### src/rtl/pipe_trace_monitor_pkg.sv
// Shared types and encodings for the pipeline trace monitor.
package pipe_trace_pkg;

  // Stall source selection for the STALL_MODE parameter.
  localparam int STALL_EXT   = 0;
  localparam int STALL_INFER = 1;

  // Reference widths of the MIPS pipeline being traced.
  localparam int TRACE_AW = 32;
  localparam int TRACE_DW = 32;

  // One pipeline stage slot as seen by the tracker.
  typedef struct packed {
    logic [TRACE_AW-1:0] pc;
    logic [TRACE_DW-1:0] instr;
    logic                valid;
  } stage_entry_t;

  // An empty slot: no PC, no-op instruction, not valid.
  localparam stage_entry_t STAGE_BUBBLE = '0;

endpackage

### src/rtl/pipe_trace_monitor_if.sv
// Fetch-side inputs and trace/statistics outputs of the pipeline trace monitor.
interface pipe_trace_monitor_if #(
  parameter int DEPTH = 5,
  parameter int DW    = 32,
  parameter int AW    = 32,
  parameter int CNT_W = 16
);

  logic [AW-1:0]       fetch_pc;
  logic [DW-1:0]       fetch_instr;
  logic                stall;
  logic                flush;
  logic                clear_stats;

  logic [DEPTH*AW-1:0] stage_pc;
  logic [DEPTH*DW-1:0] stage_instr;
  logic [DEPTH-1:0]    stage_valid;
  logic                retire_valid;
  logic [AW-1:0]       retire_pc;
  logic [DW-1:0]       retire_instr;
  logic                stall_seen;
  logic [CNT_W-1:0]    cycle_cnt;
  logic [CNT_W-1:0]    retire_cnt;
  logic [CNT_W-1:0]    stall_cnt;
  logic [CNT_W-1:0]    bubble_cnt;

  // The side presenting fetch traffic and observing the trace.
  modport master (
    output fetch_pc, fetch_instr, stall, flush, clear_stats,
    input  stage_pc, stage_instr, stage_valid,
    input  retire_valid, retire_pc, retire_instr, stall_seen,
    input  cycle_cnt, retire_cnt, stall_cnt, bubble_cnt
  );

  // The monitor itself.
  modport slave (
    input  fetch_pc, fetch_instr, stall, flush, clear_stats,
    output stage_pc, stage_instr, stage_valid,
    output retire_valid, retire_pc, retire_instr, stall_seen,
    output cycle_cnt, retire_cnt, stall_cnt, bubble_cnt
  );

endinterface

### src/rtl/pipe_trace_monitor_sat_counter.sv
// Saturating up-counter with synchronous clear; clear beats increment.
module sat_counter #(
  parameter int CNT_W = 16
) (
  input  logic             clock,
  input  logic             reset,
  input  logic             i_inc,
  input  logic             i_clr,
  output logic [CNT_W-1:0] o_count
);

  localparam logic [CNT_W-1:0] MAX_COUNT = '1;

  logic [CNT_W-1:0] r_count;

  // Count up on request, stick at all-ones, and zero on clear.
  always_ff @(posedge clock or negedge reset) begin
    if (!reset) begin
      r_count <= '0;
    end else if (i_clr) begin
      r_count <= '0;
    end else if (i_inc && (r_count != MAX_COUNT)) begin
      r_count <= r_count + CNT_W'(1);
    end
  end

  assign o_count = r_count;

endmodule

### src/rtl/pipe_trace_monitor.sv
// Pipeline trace monitor: shadows PC/instruction through DEPTH stages,
// models stall bubbles and flush squashes, and keeps saturating statistics.
// Legal ranges: DEPTH 3..8, 1 <= HOLD < DEPTH, 1 <= FLUSH < DEPTH.
module pipe_trace_monitor
  import pipe_trace_pkg::*;
#(
  parameter int DEPTH      = 5,
  parameter int DW         = 32,
  parameter int AW         = 32,
  parameter int HOLD       = 2,
  parameter int FLUSH      = 2,
  parameter int CNT_W      = 16,
  parameter int STALL_MODE = STALL_EXT
) (
  input  logic                clock,
  input  logic                reset,
  pipe_trace_monitor_if.slave bus
);

  // Stage slot sized to this instance's PC and instruction widths.
  typedef struct packed {
    logic [AW-1:0] pc;
    logic [DW-1:0] instr;
    logic          valid;
  } entry_t;

  localparam entry_t BUBBLE = '0;

  entry_t        w_fetch;
  entry_t        w_stage [DEPTH];
  logic          w_flush;
  logic          w_st;
  logic          w_stall_eff;
  logic          w_tail_valid;
  logic [AW-1:0] r_pc_prv;
  logic          r_started;
  logic          r_stall_seen;

  assign w_fetch.pc    = bus.fetch_pc;
  assign w_fetch.instr = bus.fetch_instr;
  assign w_fetch.valid = (bus.fetch_instr != '0);

  assign w_flush = bus.flush;

  // In inference mode a fetch PC that did not move since the last edge is
  // taken as a stall; the very first edge after reset has no history.
  assign w_st = (STALL_MODE == STALL_INFER) ?
                (r_started && (bus.fetch_pc == r_pc_prv)) : bus.stall;

  // A flush overrides a stall on the same edge.
  assign w_stall_eff = w_st && !w_flush;

  // Remember last fetch PC, note that an edge has happened, and expose the stall.
  always_ff @(posedge clock or negedge reset) begin
    if (!reset) begin
      r_pc_prv     <= '0;
      r_started    <= 1'b0;
      r_stall_seen <= 1'b0;
    end else begin
      r_pc_prv     <= bus.fetch_pc;
      r_started    <= 1'b1;
      r_stall_seen <= w_stall_eff;
    end
  end

  for (genvar i = 0; i < DEPTH; i++) begin : g_stage
    localparam bit KILLED  = (i >= 1) && (i <= FLUSH);
    localparam bit FROZEN  = (i < HOLD);
    localparam bit BUBBLED = (i == HOLD);

    entry_t w_up;
    entry_t w_nxt;
    entry_t r_q;

    if (i == 0) begin : g_src
      assign w_up = w_fetch;
    end else begin : g_src
      assign w_up = w_stage[i-1];
    end

    // Pick this stage's next content: upstream by default, bubble or hold on flush/stall.
    always_comb begin
      w_nxt = w_up;
      if (w_flush) begin
        if (KILLED) begin
          w_nxt = BUBBLE;
        end
      end else if (w_st) begin
        if (FROZEN) begin
          w_nxt = r_q;
        end else if (BUBBLED) begin
          w_nxt = BUBBLE;
        end
      end
    end

    // Stage register; reset empties the slot so nothing half-retires.
    always_ff @(posedge clock or negedge reset) begin
      if (!reset) begin
        r_q <= BUBBLE;
      end else begin
        r_q <= w_nxt;
      end
    end

    assign w_stage[i] = r_q;

    if (i == DEPTH - 1) begin : g_tail
      assign w_tail_valid = w_nxt.valid;
    end
  end

  // Flatten the stage registers onto the trace buses.
  always_comb begin
    bus.stage_pc    = '0;
    bus.stage_instr = '0;
    bus.stage_valid = '0;
    for (int i = 0; i < DEPTH; i++) begin
      bus.stage_pc[i*AW +: AW]    = w_stage[i].pc;
      bus.stage_instr[i*DW +: DW] = w_stage[i].instr;
      bus.stage_valid[i]          = w_stage[i].valid;
    end
  end

  assign bus.retire_valid = w_stage[DEPTH-1].valid;
  assign bus.retire_pc    = w_stage[DEPTH-1].pc;
  assign bus.retire_instr = w_stage[DEPTH-1].instr;
  assign bus.stall_seen   = r_stall_seen;

  sat_counter #(.CNT_W(CNT_W)) u_cycle_cnt (
    .clock   (clock),
    .reset   (reset),
    .i_inc   (r_started),
    .i_clr   (bus.clear_stats),
    .o_count (bus.cycle_cnt)
  );

  sat_counter #(.CNT_W(CNT_W)) u_retire_cnt (
    .clock   (clock),
    .reset   (reset),
    .i_inc   (r_started && w_tail_valid),
    .i_clr   (bus.clear_stats),
    .o_count (bus.retire_cnt)
  );

  sat_counter #(.CNT_W(CNT_W)) u_stall_cnt (
    .clock   (clock),
    .reset   (reset),
    .i_inc   (r_started && w_stall_eff),
    .i_clr   (bus.clear_stats),
    .o_count (bus.stall_cnt)
  );

  sat_counter #(.CNT_W(CNT_W)) u_bubble_cnt (
    .clock   (clock),
    .reset   (reset),
    .i_inc   (r_started && !w_tail_valid),
    .i_clr   (bus.clear_stats),
    .o_count (bus.bubble_cnt)
  );

endmodule

### src/flat_wrapper.sv
// flat-port wrapper written by rule: the top's interface ports become plain ports
module pipe_trace_monitor_flat import pipe_trace_pkg::*;
#(
  parameter int DEPTH      = 5,
  parameter int DW         = 32,
  parameter int AW         = 32,
  parameter int HOLD       = 2,
  parameter int FLUSH      = 2,
  parameter int CNT_W      = 16,
  parameter int STALL_MODE = STALL_EXT
)
  (clock, reset, bus_fetch_pc, bus_fetch_instr, bus_stall, bus_flush, bus_clear_stats, bus_stage_pc, bus_stage_instr, bus_stage_valid, bus_retire_valid, bus_retire_pc, bus_retire_instr, bus_stall_seen, bus_cycle_cnt, bus_retire_cnt, bus_stall_cnt, bus_bubble_cnt);
  pipe_trace_monitor_if #(.DEPTH(DEPTH), .DW(DW), .AW(AW), .CNT_W(CNT_W)) bus_i ();
  input  logic clock;
  input  logic reset;
  input wire logic [$bits(bus_i.fetch_pc)-1:0] bus_fetch_pc;
  input wire logic [$bits(bus_i.fetch_instr)-1:0] bus_fetch_instr;
  input wire logic [$bits(bus_i.stall)-1:0] bus_stall;
  input wire logic [$bits(bus_i.flush)-1:0] bus_flush;
  input wire logic [$bits(bus_i.clear_stats)-1:0] bus_clear_stats;
  output wire logic [$bits(bus_i.stage_pc)-1:0] bus_stage_pc;
  output wire logic [$bits(bus_i.stage_instr)-1:0] bus_stage_instr;
  output wire logic [$bits(bus_i.stage_valid)-1:0] bus_stage_valid;
  output wire logic [$bits(bus_i.retire_valid)-1:0] bus_retire_valid;
  output wire logic [$bits(bus_i.retire_pc)-1:0] bus_retire_pc;
  output wire logic [$bits(bus_i.retire_instr)-1:0] bus_retire_instr;
  output wire logic [$bits(bus_i.stall_seen)-1:0] bus_stall_seen;
  output wire logic [$bits(bus_i.cycle_cnt)-1:0] bus_cycle_cnt;
  output wire logic [$bits(bus_i.retire_cnt)-1:0] bus_retire_cnt;
  output wire logic [$bits(bus_i.stall_cnt)-1:0] bus_stall_cnt;
  output wire logic [$bits(bus_i.bubble_cnt)-1:0] bus_bubble_cnt;
  assign bus_i.fetch_pc = bus_fetch_pc;
  assign bus_i.fetch_instr = bus_fetch_instr;
  assign bus_i.stall = bus_stall;
  assign bus_i.flush = bus_flush;
  assign bus_i.clear_stats = bus_clear_stats;
  assign bus_stage_pc = bus_i.stage_pc;
  assign bus_stage_instr = bus_i.stage_instr;
  assign bus_stage_valid = bus_i.stage_valid;
  assign bus_retire_valid = bus_i.retire_valid;
  assign bus_retire_pc = bus_i.retire_pc;
  assign bus_retire_instr = bus_i.retire_instr;
  assign bus_stall_seen = bus_i.stall_seen;
  assign bus_cycle_cnt = bus_i.cycle_cnt;
  assign bus_retire_cnt = bus_i.retire_cnt;
  assign bus_stall_cnt = bus_i.stall_cnt;
  assign bus_bubble_cnt = bus_i.bubble_cnt;
  pipe_trace_monitor #(.DEPTH(DEPTH), .DW(DW), .AW(AW), .HOLD(HOLD), .FLUSH(FLUSH), .CNT_W(CNT_W), .STALL_MODE(STALL_MODE)) u_core (.clock(clock), .reset(reset), .bus(bus_i));
endmodule
### config.mk
export PLATFORM = sky130hd
export DESIGN_NAME = pipe_trace_monitor_flat
export DESIGN_NICKNAME = d
export VERILOG_FILES = /design/src/rtl/pipe_trace_monitor_pkg.sv /design/src/rtl/pipe_trace_monitor_if.sv /design/src/rtl/pipe_trace_monitor_sat_counter.sv /design/src/rtl/pipe_trace_monitor.sv /design/src/flat_wrapper.sv
export SDC_FILE = /design/constraint.sdc
export NUM_CORES = 1
export LEC_CHECK = 0
export CORE_AREA = 2 2 204 206
export CTS_CLUSTER_SIZE = 12
export DETAILED_ROUTE_END_ITERATION = 12
export DIE_AREA = 0 0 206 208
export HOLD_SLACK_MARGIN = 0.15
export PLACE_DENSITY = 0.79
export SLEW_MARGIN = 20
export SYNTH_ARGS = -nofsm -noshare
export SYNTH_HDL_FRONTEND = slang
export SYNTH_SLANG_ARGS = --single-unit
### constraint.sdc
create_clock -name clock -period 1.9 [get_ports clock]
set_input_delay 0.38 -clock clock [delete_from_list [all_inputs] [get_ports clock]]
set_output_delay 0.38 -clock clock [all_outputs]
set_load 0.01 [all_outputs]
# Yosys cells after proc, flatten, opt, wreduce, memory -nomap -nowiden
# Index checks and enable logic that the tools add are counted.
[word_totals]
in_bits = 69
output_inout_bits = 455
ff_bits = 391
[op_classes]
mux = 14
n_addsub = 4
n_eq_ne = 5
n_reduce_logical = 15
[op_table]
columns = ["operator", "n"]
rows = [
  ["2-to-1 mux 65 bit", 6],
  ["2-to-1 mux 16 bit", 8],
  ["adder 16 x 1 -> 16 bit, second input constant", 4],
  ["!= test 16 bit, second input constant", 4],
  ["nonzero test 32 bit", 1],
  ["logical AND 1 bit", 8],
  ["nonzero test 2 bit", 4],
  ["zero test 1 bit", 2],
  ["!= test 2 x 1 -> 1 bit, second input constant", 1],
]

# Longest topological paths before layout
[depth]
depth_word = 6
ltp_mapped = 7
depth_no_buf = 5

# Hierarchy
# Synthesis repeated with hierarchy kept, for this count alone.
[unflattened]
cells_unflattened = 1228
area_unflattened_um2 = 14800.4
[by_module_without_submodules]
columns = ["module", "cells_per_inst", "seq_area_each_um2", "area_per_inst_um2", "n_inst"]
rows = [
  ["pipe_trace_monitor", 836, 8182.8, 11031.8, 1],
  ["sat_counter", 98, 400.4, 942.2, 4],
]

# Worst setup path before layout
# Ideal clock, no wire load.
[synth_timing]
kind = "reg2reg"
startpoint = "reg u_core.u_bubble_cnt.r_count[0], in the netlist u_core.u_bubble_cnt.o_count[0]"
endpoint = "reg u_core.u_bubble_cnt.r_count[10], in the netlist u_core.u_bubble_cnt.o_count[10]"
arrival_ns = 1.829
path_buffers = 1
path_stages_with_launch = 7
setup_ns = 0.125
period_less_slack_ns = 1.954
path_slack_ns = -0.054
cell_sequence = "dfrtp_1 -> ha_1 -> inv_1 -> or3_1 -> buf_2 -> nor4_1 -> mux2_2"
[synth_via]
elab_chain_len = 3
word_cells_on_any_way = 6
cone_classes = "add/sub: 1; eq/ne: 1; mux: 2; reduce/logical: 2"
[synth_lines]
columns = ["item", "line_no", "rtl"]
rows = [
  ["start: declaration", "pipe_trace_monitor_sat_counter.sv:14", "logic [CNT_W-1:0] r_count;"],
  ["start signal: assignment", "pipe_trace_monitor_sat_counter.sv:23", "r_count <= r_count + CNT_W'(1);"],
  ["adder 16 x 1 -> 16 bit / != test 16 bit (equally long branches)", "pipe_trace_monitor_sat_counter.sv:23, pipe_trace_monitor_sat_counter.sv:22", ""],
  ["2-to-1 mux 16 bit / logical AND 1 bit (equally long branches)", "pipe_trace_monitor_sat_counter.sv:22", "end else if (i_inc && (r_count != MAX_COUNT)) begin"],
  ["2-to-1 mux 16 bit / nonzero test 2 bit (equally long branches)", "--", ""],
]
# Parallel ways exist; a longest one is shown, timed or not. The select of a mux whose other input is x is not followed.
# A chain may end at the register's enable or synchronous reset.

# Worst setup path in the final report
[layout_timing]
startpoint = "reg u_core.g_stage[0].r_q, in the netlist u_core.bus.stage_pc[8]"
endpoint = "out bus_stage_pc[8]"
[layout_lines]
columns = ["item", "line_no", "rtl"]
rows = [
  ["start: declaration", "pipe_trace_monitor.sv:73", "entry_t r_q;"],
  ["start signal: assignment", "pipe_trace_monitor.sv:102", "r_q <= w_nxt;"],
  ["end: declaration", "flat_wrapper.sv:21", "output wire logic [$bits(bus_i.stage_pc)-1:0] bus_stage_pc;"],
]
# No word-level cell between the ends.

==> results.md <==
* Status: finished clean
* Vias at 11.6k
* Distinct cell type count after synthesis at 49
* Placed Cells at 2233
* Post-synth top flop: dfrtp_1
* Vias in the first global route at 12.0k
* HPWL after DPL at around 35 mm
* Num rows at 74
* CP Class: reg -> out
* Ys async rst share at 100%
* Core area at 40600 um2
* PortBufs at 523
* Worst EP arrival at 1.48 ns
* Mapped Area at 14600 um2
* Full die area at 42800 um2
* DRC violation count after routing at 0
* Setup crit end kind: primary output
* CTS tree: done
* Layout Area Growth over Synthesis at 49.8%
* Sink Count at 391
* WP data required at 1.52 ns
* Leading cell types in the layout, fill and taps excluded: 374 x dfrtp_1, 240 x dlygate4sd2_1, 239 x clkdlybuf4s50_1, 220 x nand2_1, 95 x nor2_1
* Worst path bufs/invs at 1
* Final wirelength at approximately 48 mm
* Setup clock skew after layout at 0.0162 ns
* Worst-Margin Slew at 0.533 ns
* Largest net degree at the start of global routing at 64
* Syn Nets at 1304
* Average routed wire per standard cell at 20.6 um
* Finished Cell Area at about 22000 um2
* First-pass GRT wire length at approximately 73 mm
* Hold Vio Cnt, Final at 0
* CP Cell Sequence: clkdlybuf4s50_1
* Final net count at 1842
* Leak at between 10 and 15 nW
* Sequential share of the synthesized area at roughly 67%
* Post-synthesis register bit count at about 390
* Final Cycle Share at between 90 and 100%
* Routed Antenna Nets at 0
* TritonRoute pass-1 iters at 5
* Fin. max-slew vios at 0
* Slowest CP cell: clkdlybuf4s50_1
* Number of synthesized flops with an enable pin at 0
* Non-Filler Instances at 2327
* Synth warnings at 0
* Global placement routability congestion at around 0.9
* Cell area after placement at 20500 um2
* Starting Density at a little over a third
* RSZ-0062 raised after global routing: true
* Maxcap violations at 0
* Commonest non-fill, non-tap cell in the layout: dfrtp_1
* Critical Path Fanout Max at 3
* Die width at 206 um
* Die Height at 208 um
* Fraction of layout instances using a drive strength above 1 at roughly an eighth
* Top delay family on crit path: buffers and inverters
* Antenna violations before repair at 3
* Min-delay worst type: in -> async
* Max clock buf depth at 3
* Number of fillers in the final layout at roughly 3.5k
* Synthesized area per cell at 11.9 um2
* CTS root buffer: clkbuf_16
* H-tree depth at 2
* Setup violators final at 0
* Synth Instances at 1231
* PwrDens at 844 nW/um2
* Fmax at 0.538 GHz
* Clk_lat worst skew at 0.55 ns
* Reg clk slew, reported paths at 0.06 ns
* Via/cell ratio at 4.99
* Total Routing Usage GR at 22.3%
* Peak VDD IR at 576 uV
* TritonCTS buffer count at 42
* Startpoint Class: flop
* Top Ports at 524
* Detailed router's first-iteration violation count at 665
* CP max stage delay at 0.56 ns
* Rel. slew slack at 64.5%
* GRT Residual Overflow at 0
* Min cycle time layout at 1.86 ns
-- stage by stage --
stage | setup TNS [ns] | util, % | power, mW | worst slack (ns) | hold slack [ns]
after detailed placement | 0 | 50.5 | 11.0 | 0.00514 | 0.295
final | 0 | 54.0 | 18.5 | 0.0400 | 0.322
after CTS | 0 | 53.4 | 18.7 | -0.000000666 | 0.292
after global routing | -0.0200 | 54.0 | 19.2 | -0.0124 | 0.337
after floorplan | 0 | - | 9.61 | 0.00932 | 0.0844
after global placement | -0.0674 | 50.5 | 10.9 | -0.0674 | 0.292
-- cell families (layout without fill, tap and decap cells) --
kind of cell	Yosys count	in the layout	synth area share (%)
AOI/OAI and AO/OA	87	87	3.97
xor gates and xnor gates	3	3	0.180
adders and majority gates	4	4	0.343
buffers and inverters	131	694	5.16
DFF	391	391	67.0
muxes	82	82	5.73
other	1	2	0.0257
and+or+nand+nor	532	532	17.6
-- power by group --
| group | switching (mW) | internal (mW) | total (mW) |
|---|---|---|---|
| combinational | 0.952 | 0.812 | 1.76 |
| clock | 3.30 | 4.51 | 7.81 |
| sequential | 0.259 | 8.64 | 8.90 |
-- worst paths after layout --
check	endpoint	from	slack [ns]	depth (start not counted)
max in group asynchronous	u_core.u_bubble_cnt.o_count[12]	reset	0.82	4
setup / recovery	bus_stage_pc[8]	u_core.bus.stage_pc[8]	0.04	1
hold / removal	u_core.bus.stage_pc[14]	reset	0.32	2
hold reg to reg	u_core.bus.stage_pc[118]	u_core.bus.stage_pc[86]	0.37	0
min in group clock	u_core.bus.stage_pc[3]	bus_flush	0.33	4
setup reg to reg	u_core.u_bubble_cnt.o_count[10]	u_core.u_bubble_cnt.o_count[5]	0.04	5
-- cell usage after synthesis (all sizes together) (3+ instances only) --
library cell  instances  area (um2)
and2                 68         425
nor3                 16        80.1
nor2                 96         360
clkbuf               35         131
nand2               220         826
dfrtp               391        9780
and4                  4        35.0
and3                  5        31.3
buf                  86         586
or3                  14        87.6
mux2i                69         691
mux2                 13         146
nor4                 25         163
o21a                  6        45.0
o31ai                19         143
ha                    4        50.1
nor2b                13        81.3
o21ai                12        60.1
or2                   4        25.0
o31a                  3        26.3
o2111ai               3        26.3
a21oi                33         165
nand4                21         150
o41ai                 3        52.6
inv                  10        37.5
nand3                20         105
or4                  19         143
-- sequential cells by signal (all words and copies together), names as in the netlist --
register and count:
u_core.bus.retire_instr 32, u_core.bus.retire_pc 32, u_core.bus.retire_valid 1, u_core.bus.stage_instr 128, u_core.bus.stage_pc 128, u_core.bus.stage_valid 3, u_core.bus.stall_seen 1, u_core.r_started 1
u_core.u_bubble_cnt.o_count 16, u_core.u_cycle_cnt.o_count 16, u_core.u_retire_cnt.o_count 16, u_core.u_stall_cnt.o_count 16, u_core.w_tail_valid 1
-- metal layers --
layer | part of all wire [%] | routed length, um | GRT usage (%) | vias up
li1 | - | - | - | 5150
met1 | 39 | 18700 | 27.9 | 5842
met2 | 50 | 23900 | 36.8 | 500
met3 | 7.7 | 3700 | 5.67 | 118
met4 | 3.6 | 1750 | 9.01 | 2
met5 | 0.025 | 12 | 0 | -
-- area by class of cell --
type / count / area (um2) / share of cell area (%)
clock inverters: 10 / 100 / 0.457
flip-flops and latches: 391 / 9810 / 44.8
diodes: 1 / 2.50 / 0.0114
repair buffers: 615 / 5880 / 26.9
multi-input cells: 709 / 4190 / 19.2
inverters: 10 / 37.5 / 0.172
clock buffers: 59 / 1190 / 5.46
well taps: 532 / 666 / 3.04
-- repair_timing --
item | in CTS | in global routing
endpoints found under the setup margin | 255 | 64
pin swaps | 0 | 3
cloned | 0 | 1
buffers inserted | 19 | 3
endpoints found under the hold margin | 240 | 0
hold buffers | 1 | 0
gates resized for setup | 254 | 62
Power figures use the tool's default switching activity.
